## src/rtl/mem_bist_master.sv

```systemverilog
// Memory BIST initiator: writes a selectable pattern to every address, reads each one back,
// and reports pass/fail, the failure count and the first failing address/data.
module mem_bist_master #(
  parameter int                ADDR_W  = 4,
  parameter int                DATA_W  = 32,
  parameter int                TIMEOUT = 8,
  parameter logic [DATA_W-1:0] SEED    = '0
) (
  input  logic              clk,
  input  logic              rst,
  input  logic              start,
  input  logic              abort,
  input  logic [1:0]        pat_sel,
  output logic              en,
  output logic              re,
  output logic [ADDR_W-1:0] addr,
  output logic [DATA_W-1:0] data_in,
  input  logic [DATA_W-1:0] data_out,
  input  logic              valid_out,
  output logic              busy,
  output logic              done,
  output logic              pass,
  output logic [ADDR_W:0]   fail_cnt,
  output logic [ADDR_W-1:0] first_fail_addr,
  output logic [DATA_W-1:0] first_fail_data,
  output logic              timeout_err
);

  localparam int                WAIT_W    = (TIMEOUT > 2) ? $clog2(TIMEOUT) : 1;
  localparam logic [ADDR_W-1:0] LAST_ADDR = '1;
  localparam logic [ADDR_W-1:0] ADDR_ONE  = ADDR_W'(1);
  localparam logic [WAIT_W-1:0] WAIT_LAST = WAIT_W'(TIMEOUT - 1);
  localparam logic [WAIT_W-1:0] WAIT_ONE  = WAIT_W'(1);
  localparam logic [ADDR_W:0]   FAIL_ONE  = (ADDR_W + 1)'(1);

  typedef enum logic [2:0] {
    S_IDLE,
    S_WRITE,
    S_RD_REQ,
    S_RD_WAIT,
    S_DONE
  } state_t;

  function automatic logic [DATA_W-1:0] pattern(input logic [1:0]        sel,
                                                input logic [ADDR_W-1:0] a);
    case (sel)
      2'd0:    pattern = '0;
      2'd1:    pattern = '1;
      2'd2:    pattern = a[0] ? {(DATA_W/2){2'b01}} : {(DATA_W/2){2'b10}};
      default: pattern = {{(DATA_W-ADDR_W){1'b0}}, a} ^ SEED;
    endcase
  endfunction

  state_t              state_q;
  logic [1:0]          pat_q;
  logic [ADDR_W-1:0]   cnt_q;
  logic [WAIT_W-1:0]   wait_q;
  logic                en_q;
  logic                re_q;
  logic [ADDR_W-1:0]   addr_q;
  logic [DATA_W-1:0]   data_in_q;
  logic                busy_q;
  logic                done_q;
  logic                pass_q;
  logic [ADDR_W:0]     fail_cnt_q;
  logic [ADDR_W-1:0]   ffa_q;
  logic [DATA_W-1:0]   ffd_q;
  logic                tmo_q;

  logic                rd_resolve_d;
  logic                rd_fail_d;
  logic                rd_tmo_d;
  logic                first_fail_d;
  logic [ADDR_W:0]     fail_cnt_d;
  logic [ADDR_W-1:0]   cnt_inc_d;
  logic [DATA_W-1:0]   next_pat_d;

  // A read resolves either on valid_out or when the wait budget runs out.
  always_comb begin
    rd_resolve_d = 1'b0;
    rd_fail_d    = 1'b0;
    rd_tmo_d     = 1'b0;
    if (state_q == S_RD_WAIT) begin
      if (valid_out) begin
        rd_resolve_d = 1'b1;
        rd_fail_d    = (data_out != pattern(pat_q, cnt_q));
      end else if (wait_q == WAIT_LAST) begin
        rd_resolve_d = 1'b1;
        rd_fail_d    = 1'b1;
        rd_tmo_d     = 1'b1;
      end
    end
    fail_cnt_d   = rd_fail_d ? (fail_cnt_q + FAIL_ONE) : fail_cnt_q;
    first_fail_d = rd_fail_d && (fail_cnt_q == '0);
    cnt_inc_d    = cnt_q + ADDR_ONE;
    next_pat_d   = pattern(pat_q, cnt_inc_d);
  end

  always_ff @(posedge clk or negedge rst) begin
    if (!rst) begin
      state_q    <= S_IDLE;
      pat_q      <= '0;
      cnt_q      <= '0;
      wait_q     <= '0;
      en_q       <= 1'b0;
      re_q       <= 1'b0;
      addr_q     <= '0;
      data_in_q  <= '0;
      busy_q     <= 1'b0;
      done_q     <= 1'b0;
      pass_q     <= 1'b0;
      fail_cnt_q <= '0;
      ffa_q      <= '0;
      ffd_q      <= '0;
      tmo_q      <= 1'b0;
    end else if (abort) begin
      // Results stay frozen so the partial outcome can still be inspected.
      state_q   <= S_IDLE;
      en_q      <= 1'b0;
      re_q      <= 1'b0;
      addr_q    <= '0;
      data_in_q <= '0;
      busy_q    <= 1'b0;
      done_q    <= 1'b0;
      pass_q    <= 1'b0;
    end else begin
      case (state_q)
        S_IDLE, S_DONE: begin
          if (start) begin
            state_q    <= S_WRITE;
            pat_q      <= pat_sel;
            cnt_q      <= '0;
            fail_cnt_q <= '0;
            ffa_q      <= '0;
            ffd_q      <= '0;
            tmo_q      <= 1'b0;
            done_q     <= 1'b0;
            pass_q     <= 1'b0;
            busy_q     <= 1'b1;
            en_q       <= 1'b1;
            re_q       <= 1'b0;
            addr_q     <= '0;
            data_in_q  <= pattern(pat_sel, '0);
          end
        end
        S_WRITE: begin
          if (cnt_q == LAST_ADDR) begin
            state_q   <= S_RD_REQ;
            cnt_q     <= '0;
            re_q      <= 1'b1;
            addr_q    <= '0;
            data_in_q <= '0;
          end else begin
            cnt_q     <= cnt_inc_d;
            addr_q    <= cnt_inc_d;
            data_in_q <= next_pat_d;
          end
        end
        S_RD_REQ: begin
          state_q <= S_RD_WAIT;
          en_q    <= 1'b0;
          re_q    <= 1'b0;
          wait_q  <= '0;
        end
        S_RD_WAIT: begin
          if (rd_resolve_d) begin
            fail_cnt_q <= fail_cnt_d;
            if (first_fail_d) begin
              ffa_q <= cnt_q;
              ffd_q <= rd_tmo_d ? '0 : data_out;
            end
            if (rd_tmo_d) tmo_q <= 1'b1;
            if (cnt_q == LAST_ADDR) begin
              state_q <= S_DONE;
              busy_q  <= 1'b0;
              done_q  <= 1'b1;
              pass_q  <= (fail_cnt_d == '0) && !(tmo_q || rd_tmo_d);
              addr_q  <= '0;
            end else begin
              state_q <= S_RD_REQ;
              cnt_q   <= cnt_inc_d;
              en_q    <= 1'b1;
              re_q    <= 1'b1;
              addr_q  <= cnt_inc_d;
            end
          end else begin
            wait_q <= wait_q + WAIT_ONE;
          end
        end
        default: state_q <= S_IDLE;
      endcase
    end
  end

  assign en              = en_q;
  assign re              = re_q;
  assign addr            = addr_q;
  assign data_in         = data_in_q;
  assign busy            = busy_q;
  assign done            = done_q;
  assign pass            = pass_q;
  assign fail_cnt        = fail_cnt_q;
  assign first_fail_addr = ffa_q;
  assign first_fail_data = ffd_q;
  assign timeout_err     = tmo_q;

endmodule
```

## config.mk

```make
export PLATFORM = sky130hd
export DESIGN_NAME = mem_bist_master
export DESIGN_NICKNAME = d
export VERILOG_FILES = /design/src/rtl/mem_bist_master.sv
export SDC_FILE = /design/constraint.sdc
export NUM_CORES = 1
export LEC_CHECK = 0
export ABC_CLOCK_PERIOD_IN_PS = 2850
export BUFFER_PORTS_ARGS = -buffer_cell sky130_fd_sc_hd__clkbuf_2
export CAP_MARGIN = 20
export CORE_UTILIZATION = 46
export DETAILED_ROUTE_END_ITERATION = 10
export PLACE_DENSITY = 0.77
export SLEW_MARGIN = 10
export SYNTH_ARGS = -nofsm -noshare
export SYNTH_HDL_FRONTEND = slang
export SYNTH_SLANG_ARGS = --single-unit
```

## constraint.sdc

```tcl
create_clock -name clk -period 2.85 [get_ports clk]
set_clock_uncertainty 0.1 [all_clocks]
set_input_delay 0.4275 -clock clk [delete_from_list [all_inputs] [get_ports clk]]
set_output_delay 0.4275 -clock clk [all_outputs]
set_load 0.02 [all_outputs]
```

=== Word level (Yosys, flattened, before mapping) ===
Index checks and enable logic that the tools add are counted.

* Bits in latches: 0
* Memories: 0
* Output and inout port bits: 83
* Register bits after elaboration: 95
* Memory bits (writable): 0
* ROM bits: 0

* Reduce and logical (&&, ||, !) cells: 29
* $mul: 0
* Multiplexer cells: 69
* Shift-type cells: 0
* Equality and inequality tests: 22
* Order comparisons: 0
* Div/mod/pow operators: 0
* Bitwise operators: 1
* $add $sub $neg: 3

{| class="wikitable"
|+ Operator list
! operator !! count
|-
| 32-bit two-way mux || 11
|-
| 32-bit case mux with 2 select lines || 3
|-
| 32-bit case mux with 3 select lines || 2
|-
| 4-bit two-way mux || 8
|-
| 32-bit inequality test || 1
|-
| 1-bit two-way mux || 24
|-
| 4-bit case mux with 3 select lines || 2
|-
| 5-bit AND reduction || 4
|-
| 3-bit two-way mux || 6
|-
| 5-bit two-way mux || 3
|-
| 2-bit inequality test, second input constant || 6
|-
| 3-bit inequality test, second input constant || 4
|-
| 3-bit case mux with 4 select lines || 1
|-
| 3-bit AND reduction || 4
|-
| 4-bit AND reduction || 3
|-
| 5-bit zero test || 2
|-
| 5-bit case mux with 2 select lines || 1
|-
| 3-bit nonzero test || 3
|-
| 1-bit case mux with 2 select lines || 4
|-
| 4-bit case mux with 2 select lines || 1
|-
| 4-bit nonzero test || 2
|-
| 3-bit by 2-bit == test with 1-bit output, second input constant || 2
|-
| 3-bit == test, second input constant || 2
|-
| 3-bit case mux with 2 select lines || 1
|-
| 20 further kinds || 24
|}

=== Depth between registers and ports, before layout ===
* Depth in word-level cells: 14
* Mapped depth: 14

=== Worst setup path before layout ===
Ideal clock, no wire load.

* Path kind: register to register
* From: register wait_q[0]
* To: register ffd_q[10] (netlist: first_fail_data[10])
* Arrival: 2.443 ns
* Buffers on the path: 5
* Stages on the path, launching flop included: 15
* Setup slack: 0.186 ns
* Library setup time: 0.121 ns
* Path through: dfrtp_1 ha_1 ha_1 or2_1 buf_2 and3_1 buf_2 a21oi_1 or2_0 clkbuf_1 nor2_1 and4_4 buf_6 buf_6 a22o_1

* Cells in the longest elaborated chain, start to end: 8
* Elaborated cells on any way between the ends: 16

{| class="wikitable"
|+ RTL lines
! item !! line !! RTL
|-
| start: declaration || 57 || <nowiki>logic [WAIT_W-1:0] wait_q;</nowiki>
|-
| start signal: assignment || 187 || <nowiki>wait_q <= wait_q + WAIT_ONE;</nowiki>
|-
| 3-bit == test (*) || 87 || <nowiki>end else if (wait_q == WAIT_LAST) begin</nowiki>
|-
| 1-bit two-way mux (*) || 87 ||
|-
| 1-bit two-way mux || 84 || <nowiki>if (valid_out) begin</nowiki>
|-
| 1-bit two-way mux || 83 || <nowiki>if (state_q == S_RD_WAIT) begin</nowiki>
|-
| 32-bit two-way mux || 170 || <nowiki>ffd_q <= rd_tmo_d ? '0 : data_out;</nowiki>
|-
| 32-bit two-way mux || 168 || <nowiki>if (first_fail_d) begin</nowiki>
|-
| 32-bit two-way mux || 166 || <nowiki>if (rd_resolve_d) begin</nowiki>
|-
| 32-bit case mux with 2 select lines || 127 || <nowiki>case (state_q)</nowiki>
|-
| end signal: assignment || 170 ||
|-
| end: declaration || 67 || <nowiki>logic [DATA_W-1:0] ffd_q;</nowiki>
|}

Every way passes the cells marked *; elsewhere a longest branch is shown, timed or not. The select of a mux whose other input is x is not followed.
A chain may end at the register's enable or synchronous reset.

=== Final worst setup path ===
* From: register pat_q[0]
* To: register fail_cnt_q[0] (netlist: fail_cnt[0])

* Cells in the longest elaborated chain, start to end: 10
* Elaborated cells on any way between the ends: 12

{| class="wikitable"
|+ RTL lines
! item !! line !! RTL
|-
| start: declaration || 55 || <nowiki>logic [1:0] pat_q;</nowiki>
|-
| start signal: assignment || 131 || <nowiki>pat_q <= pat_sel;</nowiki>
|-
| 2-bit == test (tied with other cells) || 46 || <nowiki>case (sel)</nowiki>
|-
| 32-bit case mux with 3 select lines (*) || 46 ||
|-
| 32-bit two-way mux (*) || 84 ||
|-
| 32-bit two-way mux (*) || 83 ||
|-
| 32-bit inequality test (*) || 86 || <nowiki>rd_fail_d = (data_out != pattern(pat_q, cnt_q));</nowiki>
|-
| 1-bit two-way mux (*) || 84 ||
|-
| 1-bit two-way mux (*) || 83 ||
|-
| 5-bit two-way mux (*) || 93 || <nowiki>fail_cnt_d = rd_fail_d ? (fail_cnt_q + FAIL_ONE) : fail_cnt_q;</nowiki>
|-
| 5-bit two-way mux (*) || 166 ||
|-
| 5-bit case mux with 2 select lines (*) || 127 ||
|-
| end signal: assignment || 167 || <nowiki>fail_cnt_q <= fail_cnt_d;</nowiki>
|-
| end: declaration || 65 || <nowiki>logic [ADDR_W:0] fail_cnt_q;</nowiki>
|}

Marks and branches as above.

==> out/metrics.cfg <==
[run_status]
status = finished clean

[die]
core-area_um2 = 7730
die_area_um2 = 8330
initial_core_util = 0.474
fp.dieW_um = 91.3
ioPinCount = 122
rows = 32
fp.dieH_um = 91.3

[global_route]
grt_max_degree = 37
grt_remaining_overflow = 0
track_usage = 0.223
antenna_found_initial = 0
grt_pass1_vias = 2911
grt_pass1_wl_mm = 14.6

[timing]
max_slew.worst_pin.slew_ns = 0.717
fmaxAchievable_ghz = 0.373
finalSetupTns_ns = 0
finalHoldViolCount = 0
max-slew-margin-rel = 0.521
setup_viol = 0
period_needed_ns = 2.68
whs_ns = 0.244
finalCritPeriodShare = 0.942
drv_slew = 0
grt_setup_unrepaired = no

[final_layout]
seq_area_um2 = 1730
final_core_util = 0.563
nFillCells = 683
diodes = 0
areaGrowthSynthToFinish_pct = 18.6
final_nets = 496
drive_above_1_share = 0.346
multiInputGateArea_um2 = 1560
fin_cells = 558

[setup_path]
cpMaxStageDelayCell = or4_1
cp.required_ns = 2.97
slowest_delay_ns = 0.54
critical_path_class = register to register
cp.arrival_ns = 2.81
cp_max_fo = 10
cp-end-kind = register
cp_top_family = simple AND/OR/NAND/NOR gates
crit_buf_inv = 1
start_kind = register
worstPathCellList = and2b_4 > a21oi_2 > or4_1 > a211o_1 > nand2_1 > nor2_1 > buf_4 > mux2_2

[placement]
io_buffer_count = 121
routabilityCongestion = 0.893
dp.cells = 541
place_hpwl_mm = 6.80

[clock_tree]
h-tree-depth = 3
cts_tree = done
cts.sinks = 69
ctsResizeCount = 0
clock_tree.root_cell = clkbuf_8
clk_pin_slew_ns = 0.07
cts_hold_buf = 1
cts_setup_buffers = 0
clkLatencyLatePin_ns = 0.34
cts_buffer_depth = 2
numCtsBuffers = 9

[power]
p_leak_uw = 0.00223
p_per_area_nw_per_um2 = 510
ir_drop_mv = 0.243
power.total_uw = 2220

[detailed_routing]
first_pass_iters = 5
routed_wl_mm = 9.15
vias = 3232
detail-route-antenna-nets = 0
post_drt_via_cell_ratio = 5.79
wl_per_cell_um = 16.4
first_iter_violations = 227
drc = 0

[yosys]
yosysSeqAreaShare = 0.471
synth_top_flop_cell = dfrtp_1
mappedNetlistArea_um2 = 3670
synth_cells = 356
synth_area_leaders = dfrtp_1 47%, a22o_1 8.6%, buf_4 5.5%
ys_types = 58
synth_top_area_cell = dfrtp_1
synth_most_common_cell = dfrtp_1
async_reset_ff_frac = 1.00
synth_edf_count = 0
synth_common_cells = 69 x dfrtp_1, 36 x a22o_1, 27 x buf_4, 22 x nor2_1
ys_seq_elements = 69
synth_nets = 401
yosys.area.top_type_share = 0.471
syn_avg_cell_area_um2 = 10.3
yosys_warnings = 0

[job]
drv_cap = 0

[hold_path]
worst_hold_path_type = input pin to register

per-layer routing:
layer  share of wire  up-vias  track usage
met1            0.45     1548        0.315
li1                -     1499            -
met2            0.47      167        0.343
met4           0.019        0       0.0780
met3           0.056       18       0.0436
met5               0        -            0
cells in the final DEF (no fill, tap or decap), types with 5 or more instances in the layout:
| cell type | Yosys | final |
|---|---|---|
| clkbuf_8 | 0 | 10 |
| nand2_1 | 18 | 18 |
| nor2b_1 | 5 | 5 |
| nand4_1 | 11 | 11 |
| buf_4 | 27 | 9 |
| clkbuf_2 | 0 | 120 |
| a21o_1 | 6 | 6 |
| a21oi_1 | 14 | 14 |
| inv_1 | 6 | 6 |
| a22o_1 | 36 | 36 |
| a31oi_1 | 5 | 5 |
| nand3_1 | 6 | 6 |
| o21ai_0 | 18 | 18 |
| ha_1 | 6 | 6 |
| nor3_1 | 10 | 10 |
| nor2_1 | 22 | 22 |
| dfrtp_1 | 69 | 69 |
| nor4_1 | 7 | 7 |
area by class of cell:
cell class / count / share of cell area
Sequential cell: 69 / 0.397
Multi-Input combinational cell: 232 / 0.358
Timing Repair Buffer: 133 / 0.166
Clock buffer: 11 / 0.0325
Tap cell: 102 / 0.0293
Clock inverter: 5 / 0.0115
Inverter: 6 / 0.00518
final timing paths:
path                       depth (start not counted)  slack, ns         start                   to
hold reg to reg                                    1       0.39       addr[3]              addr[3]
setup reg to reg                                   8       0.17      pat_q[0]          fail_cnt[0]
min in group asynchronous                          2       0.49           rst   first_fail_data[5]
setup / recovery                                   8       0.17      pat_q[0]          fail_cnt[0]
max in group asynchronous                          3       1.53           rst  first_fail_data[23]
hold / removal                                     2       0.24  data_out[15]  first_fail_data[15]
cells by family (layout without fill, tap and decap cells):
kind of cell | after synthesis | in the layout | synth area share
AOI/OAI and AO/OA | 107 | 107 | 0.215
xor gates and xnor gates | 7 | 7 | 0.0167
adders and majority gates | 6 | 6 | 0.0205
buffers and inverters | 55 | 155 | 0.104
DFF | 69 | 69 | 0.471
muxes | 4 | 4 | 0.0119
and+or+nand+nor | 108 | 108 | 0.160
report_power, final:
group,internal (uW),switching (uW),leakage (uW)
sequential,1010,48.2,0.000949
clock,422,357,0.000103
combinational,140,243,0.00118
total,1570,648,0.00223
state kept, by name, indices dropped and copies added, names as in the netlist, 2 cells and up:
name / cells
fail_cnt: 5
wait_q: 3
first_fail_data: 32
data_in: 6
state_q: 3
addr: 4
pat_q: 2
cnt_q: 4
first_fail_addr: 4
worst register-to-register path, stage by stage (launching register included):
cell and delay [ns]:
dfrtp_1 0.52, and2b_4 0.24, a21oi_2 0.06, or4_1 0.54
a211o_1 0.44, nand2_1 0.20, nor2_1 0.09, buf_4 0.14
mux2_2 0.26
per-stage QoR:
stage / setup slack [ns] / area (um2)
floorplan: 0.186 / 3670
global placement: 0.246 / 4150
detailed placement: 0.186 / 4150
CTS: 0.190 / 4350
global route: 0.0281 / 4350
finish: 0.167 / 4350
Note: power is estimated with default switching activity, not from simulation.
